### src/rtl/dpa_pkg.sv
// Shared definitions for the digital photo album front end.
//   HDR_*     : word offsets inside the image-memory header
//   tod_t     : binary time of day {hh, mm, ss}, packed to match header word 0
//   dpa_state_e : scheduler FSM states
package dpa_pkg;

    localparam int unsigned HDR_TIME = 0;
    localparam int unsigned HDR_FB   = 1;
    localparam int unsigned HDR_NUM  = 2;
    localparam int unsigned HDR_TBL  = 3;

    typedef struct packed {
        logic [7:0] hh;
        logic [7:0] mm;
        logic [7:0] ss;
    } tod_t;

    typedef enum logic [1:0] {
        StFetch,
        StRun,
        StIdleErr
    } dpa_state_e;

endpackage

### src/rtl/dpa_time_counter.sv
// Wall-clock time of day with a cycle prescaler.
//   clk, reset : clock, asynchronous active-high reset
//   load       : take load_value and restart the prescaler (wins over enable)
//   load_value : seed time of day
//   enable     : prescaler runs while high
//   tod        : current time of day
//   sec_tick   : one-cycle pulse, coincident with each time update
module dpa_time_counter
    import dpa_pkg::*;
#(
    parameter int unsigned CYCLES_PER_SEC = 1000000
) (
    input  logic clk,
    input  logic reset,
    input  logic load,
    input  tod_t load_value,
    input  logic enable,
    output tod_t tod,
    output logic sec_tick
);

    localparam int unsigned PreW = $clog2(CYCLES_PER_SEC);

    logic [PreW-1:0] pre_q, pre_d;
    tod_t            tod_q, tod_d;
    logic            tick_q, tick_d;

    always_comb begin
        pre_d  = pre_q;
        tod_d  = tod_q;
        tick_d = 1'b0;
        if (load) begin
            pre_d = '0;
            tod_d = load_value;
        end else if (enable) begin
            if (pre_q == PreW'(CYCLES_PER_SEC - 1)) begin
                pre_d  = '0;
                tick_d = 1'b1;
                // >= rather than == so an out-of-range seed recovers on its first wrap
                if (tod_q.ss >= 8'd59) begin
                    tod_d.ss = 8'd0;
                    if (tod_q.mm >= 8'd59) begin
                        tod_d.mm = 8'd0;
                        tod_d.hh = (tod_q.hh >= 8'd23) ? 8'd0 : tod_q.hh + 8'd1;
                    end else begin
                        tod_d.mm = tod_q.mm + 8'd1;
                    end
                end else begin
                    tod_d.ss = tod_q.ss + 8'd1;
                end
            end else begin
                pre_d = pre_q + 1'b1;
            end
        end
    end

    always_ff @(posedge clk or posedge reset) begin
        if (reset) begin
            pre_q  <= '0;
            tod_q  <= '0;
            tick_q <= 1'b0;
        end else begin
            pre_q  <= pre_d;
            tod_q  <= tod_d;
            tick_q <= tick_d;
        end
    end

    assign tod      = tod_q;
    assign sec_tick = tick_q;

endmodule

### src/rtl/dpa_slide_scheduler.sv
// Photo album control front end: fetches the image-memory header after reset,
// runs the wall clock seeded from it and issues one slide request per period.
//   clk, reset        : clock, asynchronous active-high reset
//   im_a/im_wen/im_q  : image-memory read port (read data one cycle after address)
//   pause             : freezes slide timing, wall clock keeps running
//   hdr_done, cfg_err : header fetched / header photo_num was zero (levels)
//   fb_addr           : frame-buffer base from the header
//   time_hh/mm/ss     : time of day; sec_tick pulses once per second
//   req_*             : valid/ready slide request (index, address, size)
//   slide_miss        : pulse when a period expires with a request still pending
module dpa_slide_scheduler
    import dpa_pkg::*;
#(
    parameter int unsigned MAX_PHOTOS     = 4,
    parameter int unsigned CYCLES_PER_SEC = 1000000,
    parameter int unsigned SLIDE_SEC      = 2,
    parameter int unsigned AW             = 20
) (
    input  logic                          clk,
    input  logic                          reset,
    output logic [AW-1:0]                 im_a,
    output logic                          im_wen,
    input  logic [23:0]                   im_q,
    input  logic                          pause,
    output logic                          hdr_done,
    output logic                          cfg_err,
    output logic [AW-1:0]                 fb_addr,
    output logic [7:0]                    time_hh,
    output logic [7:0]                    time_mm,
    output logic [7:0]                    time_ss,
    output logic                          sec_tick,
    output logic                          req_valid,
    input  logic                          req_ready,
    output logic [$clog2(MAX_PHOTOS)-1:0] req_idx,
    output logic [AW-1:0]                 req_addr,
    output logic [23:0]                   req_size,
    output logic                          slide_miss
);

    localparam int unsigned NumWords = HDR_TBL + 2 * MAX_PHOTOS;
    localparam int unsigned CntW     = $clog2(NumWords + 1);
    localparam int unsigned IdxW     = $clog2(MAX_PHOTOS);
    localparam int unsigned NumW     = $clog2(MAX_PHOTOS + 1);
    localparam int unsigned SlideW   = $clog2(SLIDE_SEC + 1);

    dpa_state_e        state_q, state_d;
    logic [CntW-1:0]   cnt_q, cnt_d;
    tod_t              seed_q, seed_d;
    logic [AW-1:0]     fb_q, fb_d;
    logic [NumW-1:0]   num_q, num_d;
    logic [AW-1:0]     addr_tbl_q [MAX_PHOTOS];
    logic [AW-1:0]     addr_tbl_d [MAX_PHOTOS];
    logic [23:0]       size_tbl_q [MAX_PHOTOS];
    logic [23:0]       size_tbl_d [MAX_PHOTOS];
    logic              hdr_done_q, hdr_done_d;
    logic              cfg_err_q, cfg_err_d;
    logic              req_valid_q, req_valid_d;
    logic [IdxW-1:0]   idx_q, idx_d;
    logic [AW-1:0]     req_addr_q, req_addr_d;
    logic [23:0]       req_size_q, req_size_d;
    logic [SlideW-1:0] slide_q, slide_d;
    logic              miss_q, miss_d;

    logic              tod_load;
    logic              accept;
    logic [IdxW-1:0]   idx_next;
    logic [31:0]       cap_idx;
    tod_t              tod;
    logic              tick;

    dpa_time_counter #(
        .CYCLES_PER_SEC(CYCLES_PER_SEC)
    ) u_time (
        .clk       (clk),
        .reset     (reset),
        .load      (tod_load),
        .load_value(seed_q),
        .enable    (state_q != StFetch),
        .tod       (tod),
        .sec_tick  (tick)
    );

    always_comb begin
        state_d     = state_q;
        cnt_d       = cnt_q;
        seed_d      = seed_q;
        fb_d        = fb_q;
        num_d       = num_q;
        addr_tbl_d  = addr_tbl_q;
        size_tbl_d  = size_tbl_q;
        hdr_done_d  = hdr_done_q;
        cfg_err_d   = cfg_err_q;
        req_valid_d = req_valid_q;
        idx_d       = idx_q;
        req_addr_d  = req_addr_q;
        req_size_d  = req_size_q;
        slide_d     = slide_q;
        miss_d      = 1'b0;
        tod_load    = 1'b0;
        accept      = req_valid_q && req_ready;
        idx_next    = (32'(idx_q) + 32'd1 >= 32'(num_q)) ? '0 : idx_q + 1'b1;
        // Data on im_q belongs to the address presented one cycle earlier
        cap_idx     = 32'(cnt_q) - 32'd1;

        unique case (state_q)
            StFetch: begin
                cnt_d = cnt_q + 1'b1;
                if (cnt_q != '0) begin
                    if (cap_idx == HDR_TIME) seed_d = tod_t'(im_q);
                    if (cap_idx == HDR_FB)   fb_d   = AW'(im_q);
                    if (cap_idx == HDR_NUM) begin
                        num_d = (im_q > 24'(MAX_PHOTOS)) ? NumW'(MAX_PHOTOS) : NumW'(im_q);
                    end
                    for (int unsigned i = 0; i < MAX_PHOTOS; i++) begin
                        if (cap_idx == HDR_TBL + 2 * i)     addr_tbl_d[i] = AW'(im_q);
                        if (cap_idx == HDR_TBL + 2 * i + 1) size_tbl_d[i] = im_q;
                    end
                end
                if (cnt_q == CntW'(NumWords)) begin
                    // Last word lands now; entry 0 and photo_num were captured earlier
                    cnt_d      = cnt_q;
                    state_d    = StRun;
                    hdr_done_d = 1'b1;
                    tod_load   = 1'b1;
                    slide_d    = '0;
                    if (num_q == '0) begin
                        cfg_err_d = 1'b1;
                    end else begin
                        req_valid_d = 1'b1;
                        idx_d       = '0;
                        req_addr_d  = addr_tbl_q[0];
                        req_size_d  = size_tbl_q[0];
                    end
                end
            end
            StRun: begin
                if (num_q == '0) begin
                    state_d = StIdleErr;
                end else begin
                    if (accept) req_valid_d = 1'b0;
                    if (tick && !pause) begin
                        if (slide_q == SlideW'(SLIDE_SEC - 1)) begin
                            slide_d = '0;
                            // A transfer on the expiring cycle counts as taken
                            if (req_valid_q && !accept) begin
                                miss_d = 1'b1;
                            end else begin
                                req_valid_d = 1'b1;
                                idx_d       = idx_next;
                                req_addr_d  = addr_tbl_q[idx_next];
                                req_size_d  = size_tbl_q[idx_next];
                            end
                        end else begin
                            slide_d = slide_q + 1'b1;
                        end
                    end
                end
            end
            StIdleErr: begin
                state_d = StIdleErr;
            end
            default: begin
                state_d = StFetch;
            end
        endcase
    end

    always_ff @(posedge clk or posedge reset) begin
        if (reset) begin
            state_q     <= StFetch;
            cnt_q       <= '0;
            seed_q      <= '0;
            fb_q        <= '0;
            num_q       <= '0;
            for (int unsigned i = 0; i < MAX_PHOTOS; i++) begin
                addr_tbl_q[i] <= '0;
                size_tbl_q[i] <= '0;
            end
            hdr_done_q  <= 1'b0;
            cfg_err_q   <= 1'b0;
            req_valid_q <= 1'b0;
            idx_q       <= '0;
            req_addr_q  <= '0;
            req_size_q  <= '0;
            slide_q     <= '0;
            miss_q      <= 1'b0;
        end else begin
            state_q     <= state_d;
            cnt_q       <= cnt_d;
            seed_q      <= seed_d;
            fb_q        <= fb_d;
            num_q       <= num_d;
            addr_tbl_q  <= addr_tbl_d;
            size_tbl_q  <= size_tbl_d;
            hdr_done_q  <= hdr_done_d;
            cfg_err_q   <= cfg_err_d;
            req_valid_q <= req_valid_d;
            idx_q       <= idx_d;
            req_addr_q  <= req_addr_d;
            req_size_q  <= req_size_d;
            slide_q     <= slide_d;
            miss_q      <= miss_d;
        end
    end

    assign im_a       = (state_q == StFetch) ? AW'(cnt_q) : '0;
    assign im_wen     = 1'b1;
    assign hdr_done   = hdr_done_q;
    assign cfg_err    = cfg_err_q;
    assign fb_addr    = fb_q;
    assign time_hh    = tod.hh;
    assign time_mm    = tod.mm;
    assign time_ss    = tod.ss;
    assign sec_tick   = tick;
    assign req_valid  = req_valid_q;
    assign req_idx    = idx_q;
    assign req_addr   = req_addr_q;
    assign req_size   = req_size_q;
    assign slide_miss = miss_q;

endmodule

### config.mk
export PLATFORM = sky130hd
export DESIGN_NAME = dpa_slide_scheduler
export DESIGN_NICKNAME = d
export VERILOG_FILES = /design/src/rtl/dpa_pkg.sv /design/src/rtl/dpa_time_counter.sv /design/src/rtl/dpa_slide_scheduler.sv
export SDC_FILE = /design/constraint.sdc
export NUM_CORES = 1
export LEC_CHECK = 0
export ABC_CLOCK_PERIOD_IN_PS = 24400
export CORE_UTILIZATION = 55
export CTS_BUF_LIST = sky130_fd_sc_hd__clkbuf_4 sky130_fd_sc_hd__clkbuf_8
export CTS_CLUSTER_SIZE = 14
export DETAILED_ROUTE_END_ITERATION = 6
export PLACE_DENSITY = 0.77
export SYNTH_ARGS = -nofsm -noshare
export SYNTH_HDL_FRONTEND = slang
export SYNTH_SLANG_ARGS = --single-unit
export TNS_END_PERCENT = 20
### constraint.sdc
create_clock -name clk -period 24.4 [get_ports clk]
set_clock_uncertainty 0.1 [all_clocks]
set_input_delay 3.66 -clock clk [delete_from_list [all_inputs] [get_ports clk]]
set_output_delay 3.66 -clock clk [all_outputs]
set_load 0.01 [all_outputs]
### Yosys cells after proc, flatten, opt, wreduce, memory -nomap -nowiden

Cells that the tools add are included.
Widths: inputs -> output; s select.

| word-level totals | value |
|---|---|
| logic and storage cells | 170 |
| bits of input ports | 28 |
| output and inout port bits | 116 |
| flip-flop bits (word level) | 326 |

| cells by class | value |
|---|---|
| order comparisons | 6 |
| eq/ne operators | 22 |
| bitwise logic cells | 2 |
| muxes and demuxes | 67 |
| reduce and logical (&&, ||, !) cells | 36 |
| $add $sub $neg | 9 |

Operators by type and width:

| cell | count |
|---|---|
| $mux 24 | 11 |
| $mux 20 | 11 |
| $eq 32x3->1 const B | 4 |
| $eq 32x4->1 const B | 3 |
| $eq 32x2->1 const B | 2 |
| $bmux 24 s2 | 1 |
| $pmux 24 s2 | 1 |
| $bmux 20 s2 | 1 |
| $pmux 20 s2 | 1 |
| $reduce_and 3->1 | 13 |
| $eq 32x1->1 const B | 1 |
| $logic_not 32->1 | 1 |
| $mux 8 | 4 |
| $mux 2 | 13 |
| $add 8x1->8 const B | 3 |
| $gt 24x3->1 const B | 1 |
| $add 20x1->20 const B | 1 |
| $eq 20x20->1 const B | 1 |
| $mux 1 | 17 |
| $ge 8x6->1 const B | 2 |
| $mux 16 | 1 |
| $ne 2x2->1 const B | 7 |
| $reduce_and 4->1 | 3 |
| $reduce_bool 2->1 | 6 |
| other kinds (24) | 33 |

### Depth between registers and ports, before layout

Gate-level depths: netlist of the first run.

| depth | value |
|---|---|
| depth in word-level cells | 12 |
| mapped depth | 10 |
| depth with buffers taken out | 7 |

### By module

Synthesis of the first run repeated with hierarchy kept, for this count alone.

| unflattened totals | value |
|---|---|
| cell total of the unflattened synthesis | 1269 |
| area, all modules | 15282.2 um^2 |

Modules (own cells, without submodules):

| module | times used | area an instance (um^2) | cells an instance | seq. area each (um^2) |
|---|---|---|---|---|
| dpa_slide_scheduler | 1 | 12856.1 | 1014 | 7031.7 |
| dpa_time_counter | 1 | 2426.1 | 255 | 1126.1 |

### Worst setup path before layout of the first run

No wires, ideal clock.

| timing | value |
|---|---|
| path kind | input to register |
| start | in req_ready |
| end | reg idx_q[0], in the netlist req_idx[0] |
| data required time | 24182 ps |
| setup time | 118 ps |
| path buffers | 2 |
| stages | 7 |
| path slack | 19319 ps |
| arrival time | 4863 ps |
| path through | nand2b_1 nor3b_1 o21ai_0 clkbuf_1 clkbuf_1 nor3_1 a21o_1 |

| on the way | value |
|---|---|
| word-level cells in the longest chain between the ends | 5 |

RTL lines:

| item | line | text |
|---|---|---|
| from (decl) | dpa_slide_scheduler.sv:33 | `input logic req_ready,` |
| $logic_and 1x1->1 | dpa_slide_scheduler.sv:100 | `accept = req_valid_q && req_ready;` |
| $logic_not 1->1 | dpa_slide_scheduler.sv:145 | `if (req_valid_q && !accept) begin` |
| $logic_and 1x1->1 | dpa_slide_scheduler.sv:145 |  |
| $ne 2x2->1 (no line) | - |  |
| $reduce_and 7->1 (no line) | - |  |
| to (signal assigned) | dpa_slide_scheduler.sv:198 | `idx_q <= idx_d;` |
| to (decl) | dpa_slide_scheduler.sv:58 | `logic [IdxW-1:0] idx_q, idx_d;` |

No other way between the ends.
A chain may end at the register's enable or synchronous reset.

### Worst setup path in the final report of the first run

| timing | value |
|---|---|
| start | reg state_q[0] |
| end | out im_a[1] |

| on the way | value |
|---|---|
| word-level cells in the longest chain between the ends | 2 |

RTL lines:

| item | line | text |
|---|---|---|
| from (decl) | dpa_slide_scheduler.sv:46 | `dpa_state_e state_q, state_d;` |
| from (signal assigned) | dpa_slide_scheduler.sv:170 | `state_q <= StFetch;` |
| from (signal assigned) | dpa_slide_scheduler.sv:188 | `state_q <= state_d;` |
| $logic_not 2->1 | dpa_slide_scheduler.sv:206 | `assign im_a = (state_q == StFetch) ? AW'(cnt_q) : '0;` |
| $mux 4 | dpa_slide_scheduler.sv:206 |  |
| to (decl) | dpa_slide_scheduler.sv:21 | `output logic [AW-1:0] im_a,` |

No other way between the ends.

==> results of run 1 <==
## cells in the mapped netlist (all sizes together), types with 16 or more instances
master,instances,area share
o21ai,67,0.024
clkbuf,41,0.011
nand3,22,0.0087
a211oi,23,0.012
mux2,244,0.19
inv,39,0.0099
o22a,19,0.011
nor2,43,0.011
o22ai,42,0.018
ha,16,0.014
dfrtp,326,0.55
nand2,89,0.023
nor2b,28,0.012
buf,66,0.023
a31oi,27,0.011
## per-layer routing
| metal | vias up | share of wire | global-route usage |
|---|---|---|---|
| met2 | 339 | 0.47 | 0.430 |
| met4 | 2 | 0.022 | 0.0825 |
| li1 | 4602 | - | - |
| met3 | 69 | 0.059 | 0.0422 |
| met5 | - | 0.00036 | 0 |
| met1 | 5266 | 0.44 | 0.379 |
## cell families (layout without fill, tap and decap cells)
logic type,after synthesis,after routing
fa+ha+maj,16,16
xor+xnor,19,19
simple gates,237,237
compound gates,243,243
flops,326,326
mux,246,246
other cells,2,17
buf+inv,146,273
## cell type report
| cell class | count | area (sq um) | share of cell area |
|---|---|---|---|
| sequential | 326 | 8160 | 0.470 |
| multi-input combinational | 778 | 6060 | 0.349 |
| timing repair buffer | 140 | 1370 | 0.0788 |
| clock buffer | 86 | 1090 | 0.0628 |
| tap | 335 | 419 | 0.0242 |
| inverter | 39 | 154 | 0.00887 |
| clock inverter | 8 | 95.1 | 0.00548 |
## worst max-delay path: stages (launching register included)
cell	delay (ps)
sky130_fd_sc_hd__dfrtp_1	400
sky130_fd_sc_hd__inv_1	70
sky130_fd_sc_hd__ha_1	570
sky130_fd_sc_hd__and2_1	240
sky130_fd_sc_hd__clkdlybuf4s50_1	540
## sequential cells by signal, summed over array words and instances, names as in the netlist, 3 cells and up
signal	count
addr_tbl_q	80
cnt_q	4
fb_addr	20
num_q	3
req_addr	20
req_size	24
seed_q	24
size_tbl_q	96
u_time.pre_q	20
u_time.tod	24
## power groups by stage
| stage | Combinational [uW] | Clock, uW | Sequential (uW) |
|---|---|---|---|
| floorplan | 391 | 0 | 733 |
| global placement | 637 | 0 | 721 |
| detailed placement | 654 | 0 | 724 |
| CTS | 657 | 526 | 717 |
| global route | 713 | 554 | 731 |
| finish | 656 | 520 | 718 |
## through the flow
step	cells	power [uW]	utilization	cell area (sq um)
6_report	1712	1890	0.662	17300
5_1_grt	1712	2000	0.662	17300
4_1_cts	1712	1900	0.662	17300
3_5_place_dp	1618	1380	0.617	16200
3_3_place_gp	1618	1360	0.617	16200
2_1_floorplan	1250	1120	-	14800
## how the worst max path moves through the flow
stage / endpoint / slack [ps] / cells after the start
detailed placement: req_size[17] / 18390 / 3
global route: im_a[1] / 18130 / 4
CTS: im_a[1] / 18260 / 4
floorplan: addr_tbl_q[0] / 11610 / 1
global placement: req_size[17] / 18410 / 3
finish: im_a[1] / 18240 / 4
==> impl.org, run 1 <==
** Power
- Across the VDD grid, the largest voltage drop is 0.0571 mV.
- Comb pwr share :: 0.347
- Of the total power, the share spent switching nets is 0.345.
- The share of total power dissipated in sequential elements is 0.379.
- Power spread over the standard cell area amounts to 109 nW/um^2.
- Leakage power :: 0.00726 uW
- Internal power comes to 1240 uW.
- Summed over all nets, the switching power comes to 653 uW.
- Clock share of power :: 0.274

** Logic synthesis
- Area share of xor/xnor cells in the synthesized design :: 0.0113
- Post-synthesis cell count :: 1,235
- Main flop type after synthesis :: sky130_fd_sc_hd__dfrtp_1
- Of the total synthesized cell area, the portion taken by full adders, half adders and majority gates is 0.0136.
- The compound-gate portion of the synthesized area was 0.110.
- Each instance of the synthesized netlist takes up on average 11.9 sq um.
- Fraction of synthesized area in multiplexers :: 0.188
- Sequential fraction of the synthesis area :: 0.553
- YS warnings :: 0
- Post-synthesis instance area :: 14,700 sq um
- Netlist cell types :: 61
- Synthesis inferred 326 register bits.
- Simple-gate share of the synthesized area :: 0.0795
- The synthesized design contains 0 enable-type register cells.
- In the synthesized netlist the async set-or-reset flop fraction comes to 1.00.
- Largest family of logic cells by synthesized area :: multiplexers

** Drt
- In the routed design, unresolved DRC markers number 14.
- Number of antenna-violating nets in the routed design :: 0
- Final WL :: 36,100 um
- Initial detailed-routing violation count :: 856
- The first TritonRoute pass finished after 7 iterations.
- Wire length per cell :: 21.1 um
- Vias per cell :: 6.00
- The routed layout has 10,300 vias.

** Timing
- Final WS setup :: 18,240 ps
- Setup violations remaining at the end of the flow were counted as 0.
- Tightest slew margin relative to the limit :: 0.168
- For this run, the top clock speed supported by timing is 0.162 GHz.
- Sum of negative setup slack :: 0 ps
- Share of the clock period used by the worst path :: 0.252
- Number of pins with negative max-slew slack in the final report :: 0
- Setup repair after global routing missed its margin :: false
- On the final layout, the worst hold slack is 376 ps.
- Hold Fails Final Rpt :: 0
- Worst Tran Pin Value :: 1250 ps
- Time the final worst path needs with I/O delays and setup :: 6160 ps

** Hold path
- The worst hold path begins at hdr_done.
- Cell depth of the worst hold path :: 1
- Worst hold path endpoint :: hdr_done
- The worst hold path belongs to the class register to register.

** Worst setup path
- In this run the worst path has a maximum fanout of 17.
- In this run the critical register-to-register path is captured at req_addr[15].
- Critical Path AT :: 2400 ps
- Reg2reg start :: req_idx[1]
- For the worst flop-to-flop path, the logic depth is 9.
- Type of the worst setup path :: register to primary output
- STA classifies the critical path endpoint as a primary output.
- Kind of start point of the critical path :: register
- Data on the critical path is required at its endpoint by 20,640 ps.
- For flop-to-flop paths, the worst setup slack is 20,520 ps.
- Start point of the critical path :: state_q[0]

** Finish
- Leading cell type in the layout, fill and taps excluded :: sky130_fd_sc_hd__dfrtp_1
- Final antenna diode count :: 0
- Of the cells placed in the final design, the portion with a size suffix greater than 1 is 0.269.
- Relative to the synthesized area, the layout overhead comes to 17.6%.
- Layout filler cell count :: 1,943
- Most frequent cells in the layout :: sky130_fd_sc_hd__dfrtp_1 (325), sky130_fd_sc_hd__mux2_2 (241), sky130_fd_sc_hd__clkdlybuf4s50_1 (126)
- Number of nets in the layout :: 1,382

** Die
- The floorplan step defined a die boundary enclosing 27,500 sq um.
- Number of standard-cell rows in the floorplan :: 59
- Horizontal die dimension :: 166 um
- After floorplanning, the core was sized to cover 26,200 sq um.
- Total I/O pin count :: 144
- Vertical die dimension :: 166 um
- Initial core utilization :: 0.563

** Clock network
- At the later pin of the worst-skew pair, clock insertion delay measures 590 ps.
- Number of H-tree branching levels :: 2
- Number of gates resized after CTS :: 0
- Clk slew on worst S/H paths :: 60 ps
- Hold-fix buffer count after cts :: 0
- TritonCTS built the clock tree.
- No sink is reached through more buffers than the 3 on the longest clock path.
- CTS saw 326 sinks.
- Cts bufs inserted :: 53
- In this run the post-CTS setup repair buffer count came out at 0.
- Clock Root Buffer :: sky130_fd_sc_hd__clkbuf_8

** Job
- Max Cap Violations :: 0

** Status
- Run status :: finished with violations
- Violations in the final reports :: DRC

** Place
- In this run the tool buffered the top-level ports with 126 buffer cells.
- Post-DP HPWL :: 22,400 um
- The congestion estimate from routability-driven global placement came to 0.844.
- Worst slack at placement :: 18,390 ps

** Global route
- The number of global-route vias before repair came to 10,500.
- Total global routing track utilization :: 0.268
- After global routing the overflow that remains totals 0.
- Maximum number of pins on one net before global-route repair :: 112
- First-pass GRT wire length :: 58,300 um
- The initial antenna violation count was 1.
No activity file was read; power rests on OpenSTA's default activity.
==> run 2, diff against run 1 <==
Settings changed: ABC_CLOCK_PERIOD_IN_PS 24400 to 6400.
Clock period 24.4 ns to 6.4 ns, I/O delays scaled along.
==> run 2 against run 1 <==
The run still ends with DRC left. Core utilization shrank 0.067 points. Worst setup slack worse by 16000 ps. Final cell count grew 0.12%. Power grew to 3.8 times the previous value. Combinational power grew to 3.7 times the previous value. Wire length is 1.1% lower. Design area is 0.10% lower. Highest routed layer is now met4. Worst hold slack lost 1.1 ps. Flip-flop and latch count stayed put.
==> impl.org, run 2 (synthesized netlist as in run 1, its figures left out) <==
** Finish
- Leading cell type in the layout, fill and taps excluded :: sky130_fd_sc_hd__dfrtp_1
- P&R area growth vs syn :: 17.5%
- Top register by number of flip-flops :: size_tbl_q
- The area of all placed cells without fillers was 17,300 sq um (-0.10%).
- The library cells used most frequently in the layout, excluding fill and tap cells, are sky130_fd_sc_hd__dfrtp_1 (325), sky130_fd_sc_hd__mux2_2 (241), sky130_fd_sc_hd__clkdlybuf4s50_1 (126).
- Layout cells sized above 1 :: 0.270 (+0.000334)
- Flip-flop count of the largest register, all copies and words added :: 96 (unchanged)
- Number of nets in the layout :: 1,385 (+0.22%)
- Top Registers :: size_tbl_q (96), addr_tbl_q (80)
- The number of inserted diodes came to 0 (unchanged).

** Timing
- The count of endpoints failing hold in the final timing report came to 0 (unchanged).
- Number of pins with negative max-slew slack in the final report :: 0 (unchanged)
- The final worst setup slack was 2110 ps (-16,130 ps).
- Dividing the final minimum period by the clock period gives 0.670.
- Time the final worst path needs with I/O delays and setup :: 4290 ps
- The slew of the pin with the lowest slew margin was 1170 ps (-80.5 ps).
- The normalized max-slew margin was 0.221 (+0.0537).
- Setup repair after global routing missed its margin :: false
- The sum of negative setup slack is 0 ps (unchanged).
- Based on the critical path, the design can be clocked at up to 0.233 GHz.
- The count of final setup violators came to 0 (unchanged).

** Worst setup path
- The slack of the worst reg-to-reg path was 2110 ps (-18,410 ps).
- Endpoint class of the critical path :: register
- Start point of the critical path :: req_idx[0]
- Worst path required time :: 6770 ps (-13,870 ps)
- The worst setup path is of the register to register kind.
- Critical Path AT :: 4660 ps (+2260 ps)
- The critical-path maximum fanout was 48 (+31).
- Kind of start point of the critical path :: register
- In this run the critical register-to-register path is launched from req_idx[0].

** Drt
- The count of nets left with antenna violations after detail routing was 0 (unchanged).
- Wire length per cell :: 20.8 um (-1.3%)
- The total via count after detailed routing was 10,300 (+0.27%).
- The DRC violation total after the first TritonRoute iteration is 705 (-18%).
- Final WL :: 35,700 um (-1.1%)
- Detailed-routing iteration count for the pre-antenna-repair pass :: 7 (unchanged)
- DRC violations left :: 13 (-1)
- Vias per cell :: 6.01 (+0.16%)

** Global route
- The global routing usage on met2 was 0.420 (-0.00940).
- The initial antenna violation count was 0 (-1).
- Met3 GRT Util :: 0.0396 (-0.00262)
- The number of global-route vias before repair was 10,400 (-0.16%).
- Total global routing track utilization :: 0.263 (-0.00493)
- The global-route wire length before repair is 57,300 um (-1.8%).
- The maximum number of pins on one net before global-route repair came to 124 (+11%).
- Global-route track usage on met1 :: 0.373 (-0.00584)
- The aggregate global routing overflow came to 0 (unchanged).
- GRT Max-Usage Layer :: met2

** Clock network
- The number of CTS-inserted buffers is 53 (unchanged).
- The CTS sink count is 326 (unchanged).
- The buffers inserted during post-CTS setup optimization is 0 (unchanged).
- Number of gates resized after CTS :: 0 (unchanged)
- The clock transition at the register clock pins on the worst setup and hold paths after CTS came to 60 ps (about the same).
- CTS tree :: yes
- Clock insertion delay at the later pin of the skew report :: 570 ps (-20 ps)
- Number of H-tree branching levels :: 2 (unchanged)
- The cts-stage hold buffer count came to 0 (unchanged).
- Clock Root Buffer :: sky130_fd_sc_hd__clkbuf_8
- The buffer depth of the longest clock path is 3 (unchanged).

** Power
- The leakage power total came to 0.00727 uW (+0.11%).
- The sequential fraction of design power came to 0.391 (+0.012).
- The power consumption is 7150 uW (+280%).
- Clock share of power :: 0.268 (-0.006)
- Sw power :: 2480 uW (+280%)
- The net switching share of the total power came to 0.346 (+0.00128).
- Comb pwr share :: 0.342 (-0.005)
- The design internal power is 4670 uW (+280%).
- Power density cells :: 413 nW/um^2 (+280%)
- The peak supply drop was 0.282 mV (+390%).

** Place
- The number of input and output port buffers inserted came to 126 (unchanged).
- The detailed placer's ending HPWL is 22,400 um (+0.29%).
- Final estimated routing congestion in global placement :: 0.841 (-0.37%)
- The post-place setup slack is 2170 ps (-16,220 ps).
- The standard cell area after detailed placement is 16,200 sq um (+0.16%).

** Die
- Total I/O pin count :: 144 (unchanged)
- The chip height was 166 um (unchanged).
- The core region area came to 26,200 sq um (unchanged).
- Initial core utilization :: 0.563 (unchanged)
- The chip width was 166 um (unchanged).
- Number of standard-cell rows in the floorplan :: 59 (unchanged)
- Area enclosed by the die boundary :: 27,500 sq um (unchanged)

** Status
- Run status :: finished with violations
- The checks that failed: DRC.

** Hold path
- Path type of the worst min-delay path :: register to register
- HP Start :: hdr_done

** Job
- The number of max-capacitance violations reported was 0 (unchanged).
-- run 2: cell types whose count changed in the layout (fill, tap and decap cells not counted) --
cell / change
sky130_fd_sc_hd__clkbuf_8: -5
sky130_fd_sc_hd__clkinv_2: +4
sky130_fd_sc_hd__nor2_4: -3
sky130_fd_sc_hd__buf_12: +2
sky130_fd_sc_hd__nor2_2: +2
sky130_fd_sc_hd__buf_4: +1
sky130_fd_sc_hd__clkinvlp_4: -1
sky130_fd_sc_hd__inv_6: +1
sky130_fd_sc_hd__nor2_1: +1
-- run 2: final timing paths --
| path | to | cells past startpoint |
|---|---|---|
| setup / recovery | req_size[12] | 9 |
| hold / removal | hdr_done | 1 |
| min in group asynchronous | fb_addr[5] | 2 |
| hold reg to reg | hdr_done | 1 |
| setup reg to reg | req_size[12] | 9 |
| max in group asynchronous | addr_tbl_q[52] | 3 |
-- run 2: through the flow --
stage / instances / hold WS (ps) / util
6_report: 1714 / 375 / 0.661
5_1_grt: 1714 / 400 / 0.661
4_1_cts: 1714 / 378 / 0.661
3_5_place_dp: 1621 / 367 / 0.618
3_3_place_gp: 1621 / 351 / 0.618
2_1_floorplan: 1250 / 346 / -
-- run 2: power by group through the flow --
stage	Clock [uW]	Sequential, uW	Combinational (uW)
3_3_place_gp	0	2810	2360
2_1_floorplan	0	2790	1490
4_1_cts	1950	2790	2440
5_1_grt	2040	2840	2650
6_report	1910	2790	2440
3_5_place_dp	0	2810	2430
-- run 2: critical path: stages, from the launching register on --
cell and delay, ps:
sky130_fd_sc_hd__dfrtp_2 970, sky130_fd_sc_hd__ha_2 830, sky130_fd_sc_hd__ha_1 360, sky130_fd_sc_hd__nand2_1 110, sky130_fd_sc_hd__o211ai_1 100, sky130_fd_sc_hd__buf_4 360
sky130_fd_sc_hd__a21oi_4 510, sky130_fd_sc_hd__buf_4 450, sky130_fd_sc_hd__o22ai_1 130, sky130_fd_sc_hd__o21ai_0 220
-- run 2: final cells by class --
cell class | count | area, sq um
fill | 1962 | 8880
multi-input combinational | 778 | 6040
tap | 335 | 419
sequential | 326 | 8160
inverter | 39 | 150
timing repair buffer | 143 | 1410
clock buffer | 81 | 1020
clock inverter | 12 | 120
-- run 2: routing by layer --
layer  routed length, um  up-vias  part of all wire
met5                   0        -                 0
met4                 832        0             0.023
met3                1920       70             0.054
met2               16700      317              0.47
met1               16200     5308              0.45
li1                    -     4611                 -
==> run 3, diff against run 2 <==
Settings changed: ABC_CLOCK_PERIOD_IN_PS 6400 to 3700, CORE_UTILIZATION 55 to 54, PLACE_DENSITY 0.77 to 0.79.
Clock period 6.4 ns to 3.7 ns, I/O delays scaled along.
==> run 3 against run 2 <==
The flow now finishes without violations. Core utilization decreased by 0.46 points. Count of clock-buffer cells in the layout is 5 higher. Die area grew 1.8%. Worst hold slack worse by 150 ps. Sequential power rose by 70%. Power up 78%. Via count up 2.0%. Design area increased by 1.8%. Worst setup slack worse by 1400 ps. Wire length up 1.9%.
==> impl.org, run 3 (synthesized netlist as in run 1, its figures left out) <==
** Die
- Horizontal die dimension :: 167 um (+0.91%)
- The number of I/O pins is 144 (unchanged).
- Vertical die dimension :: 167 um (+0.91%)
- The initial cell density of the core is 0.549 (-0.0140).
- Number of standard-cell rows in the floorplan :: 60 (+1.7%)
- The floorplan die area came to 28,000 sq um (+1.8%).
- The core region area came to 26,900 sq um (+2.6%).

** Worst setup path
- Endpoint class of the critical path :: primary output
- Kind of start point of the critical path :: register
- Type of the worst setup path :: register to primary output
- The data arrival at the endpoint of the critical path came to 2320 ps (-2340 ps).
- Worst reg2reg setup slack :: 890 ps (-1220 ps)
- Worst path required time :: 3040 ps (-3730 ps)
- The critical-path maximum fanout is 17 (-65%).

** Place
- Final estimated routing congestion in global placement :: 0.844 (+0.46%)
- Number of buffers added on ports :: 126 (unchanged)
- Post-DP HPWL :: 23,200 um (+3.3%)
- Placement Cell Area :: 16,400 sq um (+1.1%)

** Finish
- Ranked by flip-flop count, first place goes to size_tbl_q.
- The largest registers in the layout are size_tbl_q (96), addr_tbl_q (80).
- Most frequent cells in the layout :: sky130_fd_sc_hd__dfrtp_1 (325), sky130_fd_sc_hd__mux2_2 (241), sky130_fd_sc_hd__clkdlybuf4s50_1 (126)
- Cell area after layout :: 17,600 sq um (+1.8%)
- The proportion of layout cells with a drive suffix above 1 is 0.285 (+0.0155).
- Leading cell type in the layout, fill and taps excluded :: sky130_fd_sc_hd__dfrtp_1
- Flip-flop count of the largest register, all copies and words added :: 96 (unchanged)
- The net count reported at finish is 1,406 (+1.5%).
- The number of inserted diodes came to 0 (unchanged).
- Relative to the synthesized area, the layout overhead comes to 19.7%.

** Clock network
- Number of H-tree branching levels :: 2 (unchanged)
- Hold-fix buffer count after cts :: 0 (unchanged)
- Cts bufs inserted :: 55 (+3.8%)
- CTS tree :: yes
- Clock insertion delay at the later pin of the skew report :: 600 ps (+30 ps)
- CTS placed an instance of sky130_fd_sc_hd__clkbuf_8 at the clock tree root.
- Number of gates resized after CTS :: 0 (unchanged)
- Clock sink total :: 326 (unchanged)
- The buffers inserted during post-CTS setup optimization was 0 (unchanged).
- The buffer depth of the longest clock path is 3 (unchanged).
- The clock transition at the register clock pins on the worst setup and hold paths after CTS is 60 ps (about the same).

** Drt
- Detailed-routing iteration count for the pre-antenna-repair pass :: 5 (-2)
- The total via count after detailed routing is 10,500 (+2.0%).
- The routed wire length per instance was 20.8 um (-0.22%).
- Vias per cell :: 6.01 (about the same)
- The post-detailed-route DRC marker count was 0 (-13).
- Initial detailed-routing violation count :: 912 (+29%)
- The count of nets left with antenna violations after detail routing came to 0 (unchanged).
- Final WL :: 36,300 um (+1.9%)

** Timing
- The count of endpoints failing hold in the final timing report is 0 (unchanged).
- The slew of the pin with the lowest slew margin is 743 ps (-424 ps).
- Tightest slew margin relative to the limit :: 0.504 (+0.283)
- The count of final setup violators was 0 (unchanged).
- Number of pins with negative max-slew slack in the final report :: 0 (unchanged)
- The smallest clock period supported by the final layout is computed as 2970 ps.
- Static timing analysis puts the maximum clock frequency at 0.337 GHz.
- Setup repair after global routing missed its margin :: false
- Share of the clock period used by the worst path :: 0.803

** Global route
- Gr ovfl total :: 0 (unchanged)
- The overall fraction of global-route tracks in use came to 0.266 (+0.00281).
- The global-route wire length before repair was 58,400 um (+1.9%).
- The number of global-route vias before repair is 10,600 (+1.2%).
- Maximum number of pins on one net before global-route repair :: 93 (-25%)
- The initial antenna violation count was 0 (unchanged).

** Power
- The peak supply drop came to 0.569 mV (+100%).
- Power, Total :: 12,800 uW (+78%)
- The power per standard cell area was 723 nW/um^2 (+75%).
- Leakage power :: 0.00745 uW (+2.4%)

** Status
- Run status :: complete, no violations

** Job
- The number of max-capacitance violations reported is 0 (unchanged).

** Hold path
- In this run the worst hold path is classified as input pin to async pin.
run 3: cell count changes in the layout (fill, tap and decap cells not counted), sizes merged:
cell,delta
buf,+19
clkbuf,+5
clkinv,+4
clkinvlp,+1
inv,+1
run 3: worst paths after layout:
path	startpoint	endpoint	cells after the start
worst max-delay path	state_q[0]	im_a[1]	4
worst min-delay path	reset	size_tbl_q[77]	2
worst max register to register	cnt_q[0]	fb_addr[0]	8
worst min register to register	hdr_done	hdr_done	1
max in group asynchronous	reset	u_time.tod[5]	3
min in group clk	hdr_done	hdr_done	1
run 3: critical path, cell delays in order, from the launching register on:
cell and delay, ps:
sky130_fd_sc_hd__dfrtp_1 390, sky130_fd_sc_hd__inv_1 70, sky130_fd_sc_hd__ha_1 500, sky130_fd_sc_hd__and2_1 230, sky130_fd_sc_hd__clkdlybuf4s50_1 540
run 3: per-layer routing:
layer	routed length, um	vias up	GRT usage
li1	-	4668	-
met1	16100	5367	0.372
met2	16800	399	0.415
met3	2410	81	0.0537
met4	1060	0	0.0945
met5	0	-	0
run 3: power by group:
group          internal [uW]  total [uW]  switching (uW)
Combinational           2030        4440            2410
Sequential              4240        4730             485
Clock                   2080        3600            1510
run 3: final cells by class:
type,instances,area (sq um)
inverter,39,150
timing repair buffer,162,1590
multi-input combinational,778,6040
fill,1996,9230
clock inverter,18,156
clock buffer,86,1120
sequential,326,8160
tap,341,427
run 3: through the flow:
step	cells	setup TNS, ps	worst slack (ps)	hold WS (ps)	util
after floorplan	1250	-425670	-1310	346	-
after global placement	1646	0	903	353	0.609
after detailed placement	1646	0	831	363	0.609
after CTS	1750	0	711	218	0.657
after global routing	1750	0	533	236	0.657
final	1750	0	729	228	0.657
